`src/rtl/hit_judge_pkg.sv`:
```
// rtl/hit_judge_pkg.sv - shared types and constants for the whack-a-mole hit judge
//
// Package wam_pkg:
//   judge_state_t : judge FSM states (IDLE, ARMED, JUDGED)
//   pos_t         : 4-bit light / key position index
//   KEY_MAX       : highest valid key / light index
//   LIVES_MAX     : highest loadable lives value
//   clamp_lives() : limits a requested lives value to LIVES_MAX

package wam_pkg;

    typedef enum logic [1:0] {
        IDLE   = 2'd0,
        ARMED  = 2'd1,
        JUDGED = 2'd2
    } judge_state_t;

    typedef logic [3:0] pos_t;

    localparam pos_t KEY_MAX   = 4'd8;
    localparam pos_t LIVES_MAX = 4'd9;

    function automatic pos_t clamp_lives(input pos_t value);
        return (value > LIVES_MAX) ? LIVES_MAX : value;
    endfunction

endpackage

```
`src/rtl/hit_judge_sat_counter.sv`:
```
// rtl/hit_judge_sat_counter.sv - saturating up/down counter with synchronous load
//
// Module sat_counter
//   Parameters: W (counter width), MAX (upper saturation value)
//   clk, reset : clock, asynchronous active-high reset (count -> 0)
//   load       : load load_value (highest priority)
//   load_value : value taken on load
//   inc        : count up, holding at MAX
//   dec        : count down, holding at 0 (ignored when inc is high)
//   count      : current value

module sat_counter #(
    parameter int W   = 6,
    parameter int MAX = 63
) (
    input  logic         clk,
    input  logic         reset,
    input  logic         load,
    input  logic [W-1:0] load_value,
    input  logic         inc,
    input  logic         dec,
    output logic [W-1:0] count
);

    localparam logic [W-1:0] MAX_V = W'(MAX);

    always_ff @(posedge clk or posedge reset) begin
        if (reset) begin
            count <= '0;
        end else if (load) begin
            count <= load_value;
        end else if (inc) begin
            if (count < MAX_V) begin
                count <= count + W'(1);
            end
        end else if (dec) begin
            if (count != '0) begin
                count <= count - W'(1);
            end
        end
    end

endmodule

```
`src/rtl/hit_judge.sv`:
```
// rtl/hit_judge.sv - judges keypad presses against the lit light, keeps score and lives
//
// Module hit_judge
//   Parameters: SCORE_W (score width), SCORE_MAX (score saturation),
//               PENALIZE_IDLE (1: a press with no light lit costs a life)
//   clk, reset   : clock, asynchronous active-high reset
//   enable       : game is in PLAY; low forces IDLE and freezes score/lives
//   light_on     : a light is lit
//   light_pos    : index of the lit light
//   key_valid    : one-cycle strobe for a keypad press
//   key          : pressed key index (9-15 are ignored)
//   load         : start a new game (score=0, lives=lives_init clamped to 9)
//   lives_init   : lives value taken on load
//   score        : hits so far
//   lives_left   : remaining lives
//   hit_pulse    : one-cycle hit strobe
//   miss_pulse   : one-cycle miss / wrong-press strobe
//   out_of_lives : lives_left == 0
//   streak       : consecutive hits (only with HIT_JUDGE_STREAK_EN defined)

module hit_judge
    import wam_pkg::*;
#(
    parameter int SCORE_W       = 6,
    parameter int SCORE_MAX     = 63,
    parameter int PENALIZE_IDLE = 0
) (
    input  logic               clk,
    input  logic               reset,
    input  logic               enable,
    input  logic               light_on,
    input  pos_t               light_pos,
    input  logic               key_valid,
    input  pos_t               key,
    input  logic               load,
    input  pos_t               lives_init,
    output logic [SCORE_W-1:0] score,
    output pos_t               lives_left,
    output logic               hit_pulse,
    output logic               miss_pulse,
    output logic               out_of_lives
`ifdef HIT_JUDGE_STREAK_EN
    ,
    output logic [SCORE_W-1:0] streak
`endif
);

    judge_state_t state;
    judge_state_t next_state;
    pos_t         pos_q;
    pos_t         next_pos;
    logic         hit_ev;
    logic         miss_ev;
    logic         press;

    // Keys above KEY_MAX are not real buttons and never count as a press.
    assign press = key_valid && (key <= KEY_MAX);

    always_ff @(posedge clk or posedge reset) begin
        if (reset) begin
            state      <= IDLE;
            pos_q      <= '0;
            hit_pulse  <= 1'b0;
            miss_pulse <= 1'b0;
        end else begin
            state      <= next_state;
            pos_q      <= next_pos;
            hit_pulse  <= hit_ev;
            miss_pulse <= miss_ev;
        end
    end

    // Events are only raised when load is low and enable is high, so load
    // and enable-low automatically suppress pulses and counter updates.
    always_comb begin
        next_state = state;
        next_pos   = pos_q;
        hit_ev     = 1'b0;
        miss_ev    = 1'b0;
        if (load || !enable) begin
            next_state = IDLE;
        end else begin
            case (state)
                IDLE: begin
                    if (light_on) begin
                        next_state = ARMED;
                        next_pos   = light_pos;
                    end else if (press && (PENALIZE_IDLE != 0)) begin
                        miss_ev = 1'b1;
                    end
                end
                ARMED: begin
                    // A press is judged first, even in the cycle the light
                    // falls, so a correct late press wins over the timeout.
                    if (press) begin
                        hit_ev     = (key == pos_q);
                        miss_ev    = (key != pos_q);
                        next_state = JUDGED;
                    end else if (!light_on) begin
                        miss_ev    = 1'b1;
                        next_state = IDLE;
                    end else if (light_pos != pos_q) begin
                        // Light moved unanswered: miss, then track the new one.
                        miss_ev  = 1'b1;
                        next_pos = light_pos;
                    end
                end
                JUDGED: begin
                    if (!light_on) begin
                        next_state = IDLE;
                    end else if (light_pos != pos_q) begin
                        next_state = ARMED;
                        next_pos   = light_pos;
                    end
                end
                default: next_state = IDLE;
            endcase
        end
    end

    sat_counter #(
        .W   (SCORE_W),
        .MAX (SCORE_MAX)
    ) u_score (
        .clk        (clk),
        .reset      (reset),
        .load       (load),
        .load_value ('0),
        .inc        (hit_ev),
        .dec        (1'b0),
        .count      (score)
    );

    sat_counter #(
        .W   (4),
        .MAX (LIVES_MAX)
    ) u_lives (
        .clk        (clk),
        .reset      (reset),
        .load       (load),
        .load_value (clamp_lives(lives_init)),
        .inc        (1'b0),
        .dec        (miss_ev),
        .count      (lives_left)
    );

    assign out_of_lives = (lives_left == '0);

`ifdef HIT_JUDGE_STREAK_EN
    sat_counter #(
        .W   (SCORE_W),
        .MAX (SCORE_MAX)
    ) u_streak (
        .clk        (clk),
        .reset      (reset),
        .load       (load || miss_ev),
        .load_value ('0),
        .inc        (hit_ev),
        .dec        (1'b0),
        .count      (streak)
    );
`endif

endmodule
```
`config.mk`:
```
export PLATFORM = sky130hd
export DESIGN_NAME = hit_judge
export DESIGN_NICKNAME = d
export VERILOG_FILES = /design/src/rtl/hit_judge_pkg.sv /design/src/rtl/hit_judge_sat_counter.sv /design/src/rtl/hit_judge.sv
export SDC_FILE = /design/constraint.sdc
export NUM_CORES = 1
export LEC_CHECK = 0
export CAP_MARGIN = 20
export CORE_ASPECT_RATIO = 0.9
export CORE_MARGIN = 5
export CORE_UTILIZATION = 40
export CTS_CLUSTER_DIAMETER = 200
export DETAILED_ROUTE_END_ITERATION = 7
export DONT_BUFFER_PORTS = 1
export PLACE_DENSITY = 0.56
export REMOVE_ABC_BUFFERS = 1
export SYNTH_ARGS = -nofsm -noshare
export SYNTH_HDL_FRONTEND = slang
export SYNTH_SLANG_ARGS = --single-unit
```
`constraint.sdc`:
```
create_clock -name clk -period 2.5 [get_ports clk]
set_clock_uncertainty 0.15 [all_clocks]
set_input_delay 0.5 -clock clk [delete_from_list [all_inputs] [get_ports clk]]
set_output_delay 0.5 -clock clk [all_outputs]
set_load 0.05 [all_outputs]
```
## After elaboration in Yosys (flattened, before gate mapping)

Index checks and enable logic that the tools add are counted.

| operators by class | value |
|---|---|
| add/sub/neg operators | 2 |
| order comparisons | 3 |
| equal/unequal tests | 10 |
| mux-type cells | 27 |
| bitwise operators | 1 |
| reduce and logical (&&, ||, !) cells | 15 |

Operators with widths:

| cell | number |
|---|---|
| $mux W4 | 8 |
| $mux W6 | 3 |
| $mux W2 | 6 |
| $pmux W4 S3 | 1 |
| $mux W1 | 8 |
| $ne A4 B4 Y1 | 2 |
| $ne A4 B4 Y1 const B | 2 |
| $reduce_bool A2 Y1 | 4 |
| $add A6 B1 Y6 const B | 1 |
| $lt A6 B6 Y1 const B | 1 |
| $pmux W2 S3 | 1 |
| $eq A4 B4 Y1 | 1 |
| $gt A4 B4 Y1 const B | 1 |
| $le A4 B4 Y1 const B | 1 |
| $logic_not A4 Y1 | 1 |
| $ne A2 B2 Y1 const B | 2 |
| $reduce_and A2 Y1 | 2 |
| $reduce_and A4 Y1 | 1 |
| $reduce_bool A4 Y1 | 1 |
| $sub A4 B1 Y4 const B | 1 |
| $ne A3 B3 Y1 const B | 1 |
| $reduce_and A3 Y1 | 1 |
| $reduce_bool A3 Y1 | 1 |
| $eq A2 B1 Y1 const B | 1 |
| other kinds (6) | 6 |

| word-level totals | value |
|---|---|
| register bits | 18 |
| bits of input ports | 18 |
| output and inout bits | 13 |

## Depth between registers and ports, before layout

Gate-level depths: netlist of run 1.

| logic depth | value |
|---|---|
| word-level depth | 8 |
| depth in mapped cells | 7 |
| mapped depth without buffers | 7 |

## Hierarchy

From an unflattened synthesis of run 1, not the netlist that was laid out.

| unflattened totals | value |
|---|---|
| cells, all modules | 152 |
| area total of the unflattened synthesis | 1468.9 sq um |

Modules (own cells, without submodules):

| module | times used | cells each | area each (sq um) |
|---|---|---|---|
| hit_judge | 1 | 58 | 573.0 |
| sat_counter (u_score) | 1 | 55 | 539.3 |
| sat_counter (u_lives) | 1 | 39 | 356.6 |

## Least setup slack after synthesis of run 1

OpenSTA, ideal clock, no wires.

| path | value |
|---|---|
| kind | register -> output |
| start point | register u_lives.count[0] |
| end point | output port out_of_lives |
| data arrival time | 1.658 ns |
| data required time | 1.850 ns |
| setup slack | 0.192 ns |
| stages on the path, launching flop included | 6 |
| cells stage by stage | dfrtp_1 -> inv_1 -> ha_1 -> inv_1 -> or3_1 -> inv_1 |

| between the ends | value |
|---|---|
| word-level cells in the longest chain between the ends | 1 |

Ends and longest elaborated chain:

| item | line | RTL |
|---|---|---|
| from (decl) | hit_judge_sat_counter.sv:22 | `output logic [W-1:0] count` |
| from (signal assigned) | hit_judge_sat_counter.sv:31 | `count <= load_value;` |
| from (signal assigned) | hit_judge_sat_counter.sv:34 | `count <= count + W'(1);` |
| from (signal assigned) | hit_judge_sat_counter.sv:38 | `count <= count - W'(1);` |
| $logic_not A4 Y1 | hit_judge.sv:147 | `assign out_of_lives = (lives_left == '0);` |
| to (decl) | hit_judge.sv:41 | `output logic out_of_lives` |

Every way passes these cells.

## Worst setup path in the final report of run 1

Same ends and word-level chain as after synthesis.

==> summary.md, run 1 <==
| Metric | Value |
|---|---|
| GRT Overall Usage | 13.37% |
| Final Cycle Share | 96.12% |
| Clock Tree Buf Depth | 2 |
| Post-synth ARST share | 100.0% |
| Hold Vio Cnt, Final | 0 |
| DIE WIDTH | 67.37 µm |
| Post-layout nets | 156 |
| Synth top area share | 38.01% |
| Initial core utilization | 42.43% |
| Syn. warnings | 0 |
| Final ANT Viol Nets | 0 |
| Highest Clock Rate | 416.2 MHz |
| Global-route wire length before repair | 4188 µm |
| Cell Count, Final, Fillers Out | 171 |
| CTS Buf Count | 3 |
| Number of post-CTS setup repair buffers | 0 |
| Rel. slew slack | 54.15% |
| Largest cells by area after synthesis | dfrtp_1 38%, ha_1 6.3%, xnor2_1 5.2% |
| Drt total wl | 2469 µm |
| Final GP Congestion | 0.7654 |
| Number of DRC markers in iteration 0 | 60 |
| PD cells | 510.6 nW/µm² |
| Fin util | 48.66% |
| I/O pins | 31 |
| Syn Std Cell Area | 1185 µm² |
| Total chip power | 0.6938 mW |
| Data arrival, critical path | 1.75 ns |
| Number of remaining DRC errors | 0 |
| Post-CTS resize count | 0 |
| Die area | 4152 µm² |
| Crit path required time | 1.85 ns |
| Cell variety after synth | 36 |
| DR vias/cell | 5.333 |
| Worst Hold Class | primary input to async pin |
| Die Ht | 61.64 µm |
| Synth area leader | dfrtp_1 |
| Pin slew with the least headroom to its limit | 0.6870 ns |
| LEAKAGE | 0.5876 nW |
| H-tree depth | 1 |
| Final number of setup-violating endpoints | 0 |
| Root buffer cell | clkbuf_4 |
| # placed instances | 167 |
| Grt total ovfl | 0 |
| Num rows | 18 |
| Status | complete, no violations |
| Initial antenna violation count | 0 |
| Number of enable flip-flop cells after synthesis | 0 |
| Critical Path End Type | output pin |
| Pin count of the biggest net entering global routing | 19 |
| Number of max-cap violations | 0 |
| Half-perimeter wire length after placement | 1945 µm |
| Sequential share of the synthesized area | 38.01% |
| Tmin final | 2.403 ns |
| Core Box Area | 2793 µm² |
| Crit-path max FO | 4 |
| Setup TNS | 0 ns |
| RSZ-0062 raised after global routing | no |
| Clk Latency, worst-skew pair | 0.30 ns |
| Sink Count | 18 |
| Fill count | 289 |
| DR pass1 iterations | 4 |
| Hold_buf cts | 0 |
| WL per Instance | 14.44 µm |
| DR vias | 912 |
| Avg Cell Area, Syn | 10.04 µm² |
| Layout area overhead | 14.68% |
| Critical Path Start Type | flop |
| N_diodes | 0 |
| Number of global-route vias before repair | 931 |
| Fin. max-slew vios | 0 |
| Cells after synthesis | 118 |
| Clock-pin slew on the worst setup and hold paths | 0.11 ns |
| Top FF cell, synth | dfrtp_1 |
| Setup CP Type | flop to output pin |
| CTS tree | done |
| Seq cells post-synth | 18 |
| Buffers on Ports | 0 |
| Share of cells above drive strength 1 | 19.85% |
| Max rail drop VDD | 0.0002500 V |
[state kept, by name (all words and copies together), names as in the netlist]
signal and count:
hit_pulse 1, state 2, u_lives.count 4, u_score.count 6
miss_pulse 1, pos_q 4
[per-stage QoR]
stage | setup slack, ns | hold WS [ns] | area (µm²)
final | 0.09710 | 0.02368 | 1359
after detailed placement | 0.4039 | 0.3894 | 1323
after floorplan | 0.1920 | 0.2886 | 1177
after global routing | 0.009478 | 0.07070 | 1359
after CTS | 0.1087 | 0.05241 | 1359
after global placement | 0.4473 | 0.3859 | 1323
[final timing paths]
kind,from,to,slack [ns],depth (start not counted)
min in group clk,load,u_score.count[3],0.09,1
max reg2reg,state[1],u_score.count[4],0.42,6
min,reset,miss_pulse,0.02,1
min reg2reg,pos_q[0],pos_q[0],0.44,1
max in group asynchronous,reset,state[0],1.74,1
max,u_lives.count[0],out_of_lives,0.1,6
[cells in the final DEF, fill, tap and decap left out, drive strengths merged]
cell     instances
a211oi           1
a21oi            3
a221o            1
a221oi           2
a2bb2oi          1
a311oi           3
a32oi            1
and2             1
and3             2
and4             1
and4b            1
buf             11
clkbuf           4
dfrtp           18
ha               6
inv             11
mux2             5
mux2i            2
nand2            3
nand2b           2
nand3            3
nand4            3
nand4b           1
nor2            13
nor2b            3
nor3             7
nor4             4
o21ai            3
o2bb2ai          1
o31ai            1
or3              2
xnor2            7
xor2             4
[critical path, cell delays in order (launching register included)]
cell and delay [ns]:
dfrtp_1 0.40, inv_1 0.08, ha_1 0.17, inv_1 0.05
or3_1 0.41, inv_1 0.17, buf_12 0.15
[per-layer routing]
| layer | global-route usage, % | vias to the layer above | wire length (µm) |
|---|---|---|---|
| li1 | - | 452 | - |
| met1 | 16.24 | 435 | 1156 |
| met2 | 21.99 | 21 | 1131 |
| met3 | 5.839 | 4 | 158 |
| met4 | 3.179 | 0 | 22 |
| met5 | 0 | - | 0 |
[synth_stat cells, types with 2 or more instances]
cell type and n:
a21oi_1 3, a221oi_2 2, a311oi_1 3, and3_1 2, clkbuf_1 2, dfrtp_1 18, ha_1 6, inv_1 10
mux2_2 4, mux2i_1 2, nand2_1 3, nand2b_1 2, nand3_1 2, nand4_1 3, nor2_1 13, nor2b_1 3
nor3_1 7, nor4_1 2, nor4_4 2, o21ai_0 3, or3_1 2, xnor2_1 7, xor2_1 4
[kinds of logic (layout without fill, tap and decap cells)]
logic type / Yosys count / in the layout / share of synthesized area (%)
flops: 18 / 18 / 38.01
simple gates: 46 / 46 / 24.18
fa+ha+maj: 6 / 6 / 6.336
mux: 7 / 7 / 6.441
buf+inv: 13 / 26 / 4.119
compound gates: 17 / 17 / 12.78
xor+xnor: 11 / 11 / 8.131
[power breakdown]
group | leakage, nW | switching (mW) | internal [mW]
clock network | 0.0210 | 0.100 | 0.0889
logic | 0.334 | 0.101 | 0.0687
registers | 0.232 | 0.0225 | 0.313
total | 0.588 | 0.223 | 0.471
[final cells by class]
| cell class | count | area [µm²] | share of cell area (%) |
|---|---|---|---|
| Timing Repair Buffer | 11 | 95.09 | 6.998 |
| Inverter | 11 | 41.29 | 3.039 |
| Clock buffer | 4 | 36.28 | 2.670 |
| Multi-Input combinational cell | 87 | 685.7 | 50.46 |
| Tap cell | 40 | 50.05 | 3.683 |
| Sequential cell | 18 | 450.4 | 33.15 |
Note: power is estimated with default switching activity, not from simulation.
==> run 2: changes to the inputs <==
--- a/config.mk
+++ b/config.mk
@@ -8,11 +8,11 @@
 export CAP_MARGIN = 20
 export CORE_ASPECT_RATIO = 0.9
 export CORE_MARGIN = 5
-export CORE_UTILIZATION = 40
+export CORE_UTILIZATION = 61
 export CTS_CLUSTER_DIAMETER = 200
 export DETAILED_ROUTE_END_ITERATION = 7
 export DONT_BUFFER_PORTS = 1
-export PLACE_DENSITY = 0.56
+export PLACE_DENSITY = 0.79
 export REMOVE_ABC_BUFFERS = 1
 export SYNTH_ARGS = -nofsm -noshare
 export SYNTH_HDL_FRONTEND = slang
==> run 2 against run 1 <==
Net effect:
- design area down 1.4%
- sequential cell count is the same
- sequential share of layout area up 0.46 points
- cell count fell by 8.8%
- utilization increased by 23 points
- combinational power hardly changed
- fmax up 1.3%
- clock-buffer cell count unchanged
- critical path type unchanged
- largest cell class unchanged
==> summary.md, run 2 (synthesis results as in run 1) <==
| Metric | Value |
|---|---|
| Layout area overhead | 13.09% |
| R2R depth | 6 (unchanged) |
| I/O pins | 31 (unchanged) |
| Buffers on Ports | 0 (unchanged) |
| Hold_buf cts | 0 (unchanged) |
| Number of remaining DRC errors | 0 (unchanged) |
| Initial core utilization | 63.13% (+21 points) |
| Number of flip-flops in the largest register | 6 (unchanged) |
| Setup CP Type | flop to output pin |
| Tmin final | 2.373 ns (-0.03009 ns) |
| N_diodes | 0 (unchanged) |
| Die Ht | 51.81 µm (-16%) |
| GRT Overall Usage | 19.29% (+5.9 points) |
| Most frequent cells in the layout | 18 x dfrtp_1, 13 x nor2_1, 10 x inv_1, 10 x buf_4 |
| Clock-pin slew on the worst setup and hold paths | 0.11 ns (about the same) |
| DR vias/cell | 6.090 (+14%) |
| Hold Vio Cnt, Final | 0 (unchanged) |
| Number of max-cap violations | 0 (unchanged) |
| PD cells | 512.4 nW/µm² (+0.35%) |
| DR vias | 950 (+4.2%) |
| Final ANT Viol Nets | 0 (unchanged) |
| Worst Hold Class | primary input to async pin |
| Rel. slew slack | 55.44% (+1.3 points) |
| Core Box Area | 1877 µm² (-33%) |
| Number of DRC markers in iteration 0 | 15 (-75%) |
| Post-layout nets | 156 (unchanged) |
| Worst R2R Start | state[1] |
| Grt total ovfl | 0 (unchanged) |
| Clock Tree Buf Depth | 2 (unchanged) |
| Clk Latency, worst-skew pair | 0.29 ns (about the same) |
| Global-route wire length before repair | 4416 µm (+5.4%) |
| H-tree depth | 1 (unchanged) |
| Status | complete, no violations |
| Data arrival, critical path | 1.72 ns (-0.03 ns) |
| DIE WIDTH | 56.46 µm (-16%) |
| Crit path required time | 1.85 ns (about the same) |
| Half-perimeter wire length after placement | 2008 µm (+3.2%) |
| Met1 Usage GRT | 22.93% (+6.7 points) |
| Number of post-CTS setup repair buffers | 0 (unchanged) |
| Fin util | 71.40% (+23 points) |
| Setup TNS | 0 ns (unchanged) |
| GRT busiest layer | met2 |
| Fin. max-slew vios | 0 (unchanged) |
| Design area | 1340 µm² (-1.4%) |
| WL per Instance | 16.07 µm (+11%) |
| Reg2reg end | u_score.count[4] |
| Final Cycle Share | 94.91% (-1.2 points) |
| Root buffer cell | clkbuf_4 |
| CTS Buf Count | 3 (unchanged) |
| Crit-path max FO | 4 (unchanged) |
| Final GP Congestion | 0.8389 (+9.6%) |
| Met3 usage | 6.452% (+0.61 points) |
| Biggest regs | u_score.count x6, pos_q x4, u_lives.count x4 |
| CTS tree | done |
| Critical Path Start Type | flop |
| DR pass1 iterations | 4 (unchanged) |
| Top reg by flops | u_score.count |
| Number of global-route vias before repair | 1032 (+11%) |
| Drt total wl | 2507 µm (+1.5%) |
| Die area | 2925 µm² (-30%) |
| Met2 usage | 33.27% (+11 points) |
| Max rail drop VDD | 0.0003787 V (+51%) |
| Share of cells above drive strength 1 | 19.85% (unchanged) |
| LEAKAGE | 0.5876 nW (unchanged) |
| RSZ-0062 raised after global routing | no |
| Sink Count | 18 (unchanged) |
| Initial antenna violation count | 0 (unchanged) |
| Pin slew with the least headroom to its limit | 0.6677 ns (-0.01924 ns) |
| Critical Path End Type | output pin |
| Post-CTS resize count | 0 (unchanged) |
| Highest Clock Rate | 421.4 MHz (+1.3%) |
| Worst reg2reg setup slack | 0.41 ns (about the same) |
| Num rows | 15 (-3) |
| Most common cell after layout, fill and taps aside | dfrtp_1 |
| Pin count of the biggest net entering global routing | 19 (unchanged) |
| Final number of setup-violating endpoints | 0 (unchanged) |
| Placed Area | 1304 µm² (-1.4%) |
[run 2: cell counts in the layout (fill, tap and decap cells not counted)]
No cell type changed its count.
[run 2: layer usage]
metal	part of all wire [%]	routed length (µm)
met4	0.92	23
met1	41	1023
met3	7.5	187
met5	0	0
met2	51	1272
[run 2: critical path: stages, from the launching register on]
cell	delay [ns]
dfrtp_1	0.39
inv_1	0.07
ha_1	0.17
inv_1	0.06
or3_1	0.42
inv_1	0.17
buf_12	0.15
[run 2: report_power, final]
| part | leakage [nW] | internal [mW] | switching (mW) | total [mW] |
|---|---|---|---|---|
| clock | 0.0210 | 0.0887 | 0.0938 | 0.183 |
| combinational | 0.334 | 0.0686 | 0.101 | 0.170 |
| sequential | 0.232 | 0.313 | 0.0213 | 0.334 |
[run 2: layout make-up]
class	count	area (µm²)
Multi-Input combinational cell	87	685.7
Fill cell	154	536.8
Sequential cell	18	450.4
Timing Repair Buffer	11	95.09
Inverter	11	41.29
Clock buffer	4	36.28
Tap cell	25	31.28
[run 2: through the flow]
stage          setup WS (ns)  power, mW  hold slack, ns  cells
2_1_floorplan         0.1920     0.4742          0.2886    116
4_1_cts               0.1276     0.6899         0.05026    156
6_report              0.1272     0.6867         0.02617    156
3_3_place_gp          0.4523     0.5039          0.3698    152
3_5_place_dp          0.4209     0.5108          0.3739    152
5_1_grt              0.02851     0.7257         0.06663    156
[run 2: worst max path at each step]
stage	startpoint	slack (ns)	to	depth (start not counted)
5_1_grt	u_lives.count[1]	0.03	out_of_lives	6
2_1_floorplan	u_lives.count[0]	0.19	out_of_lives	5
3_5_place_dp	key[0]	0.42	u_score.count[4]	5
4_1_cts	u_lives.count[0]	0.13	out_of_lives	6
3_3_place_gp	key[0]	0.45	u_score.count[4]	5
6_report	u_lives.count[0]	0.13	out_of_lives	6
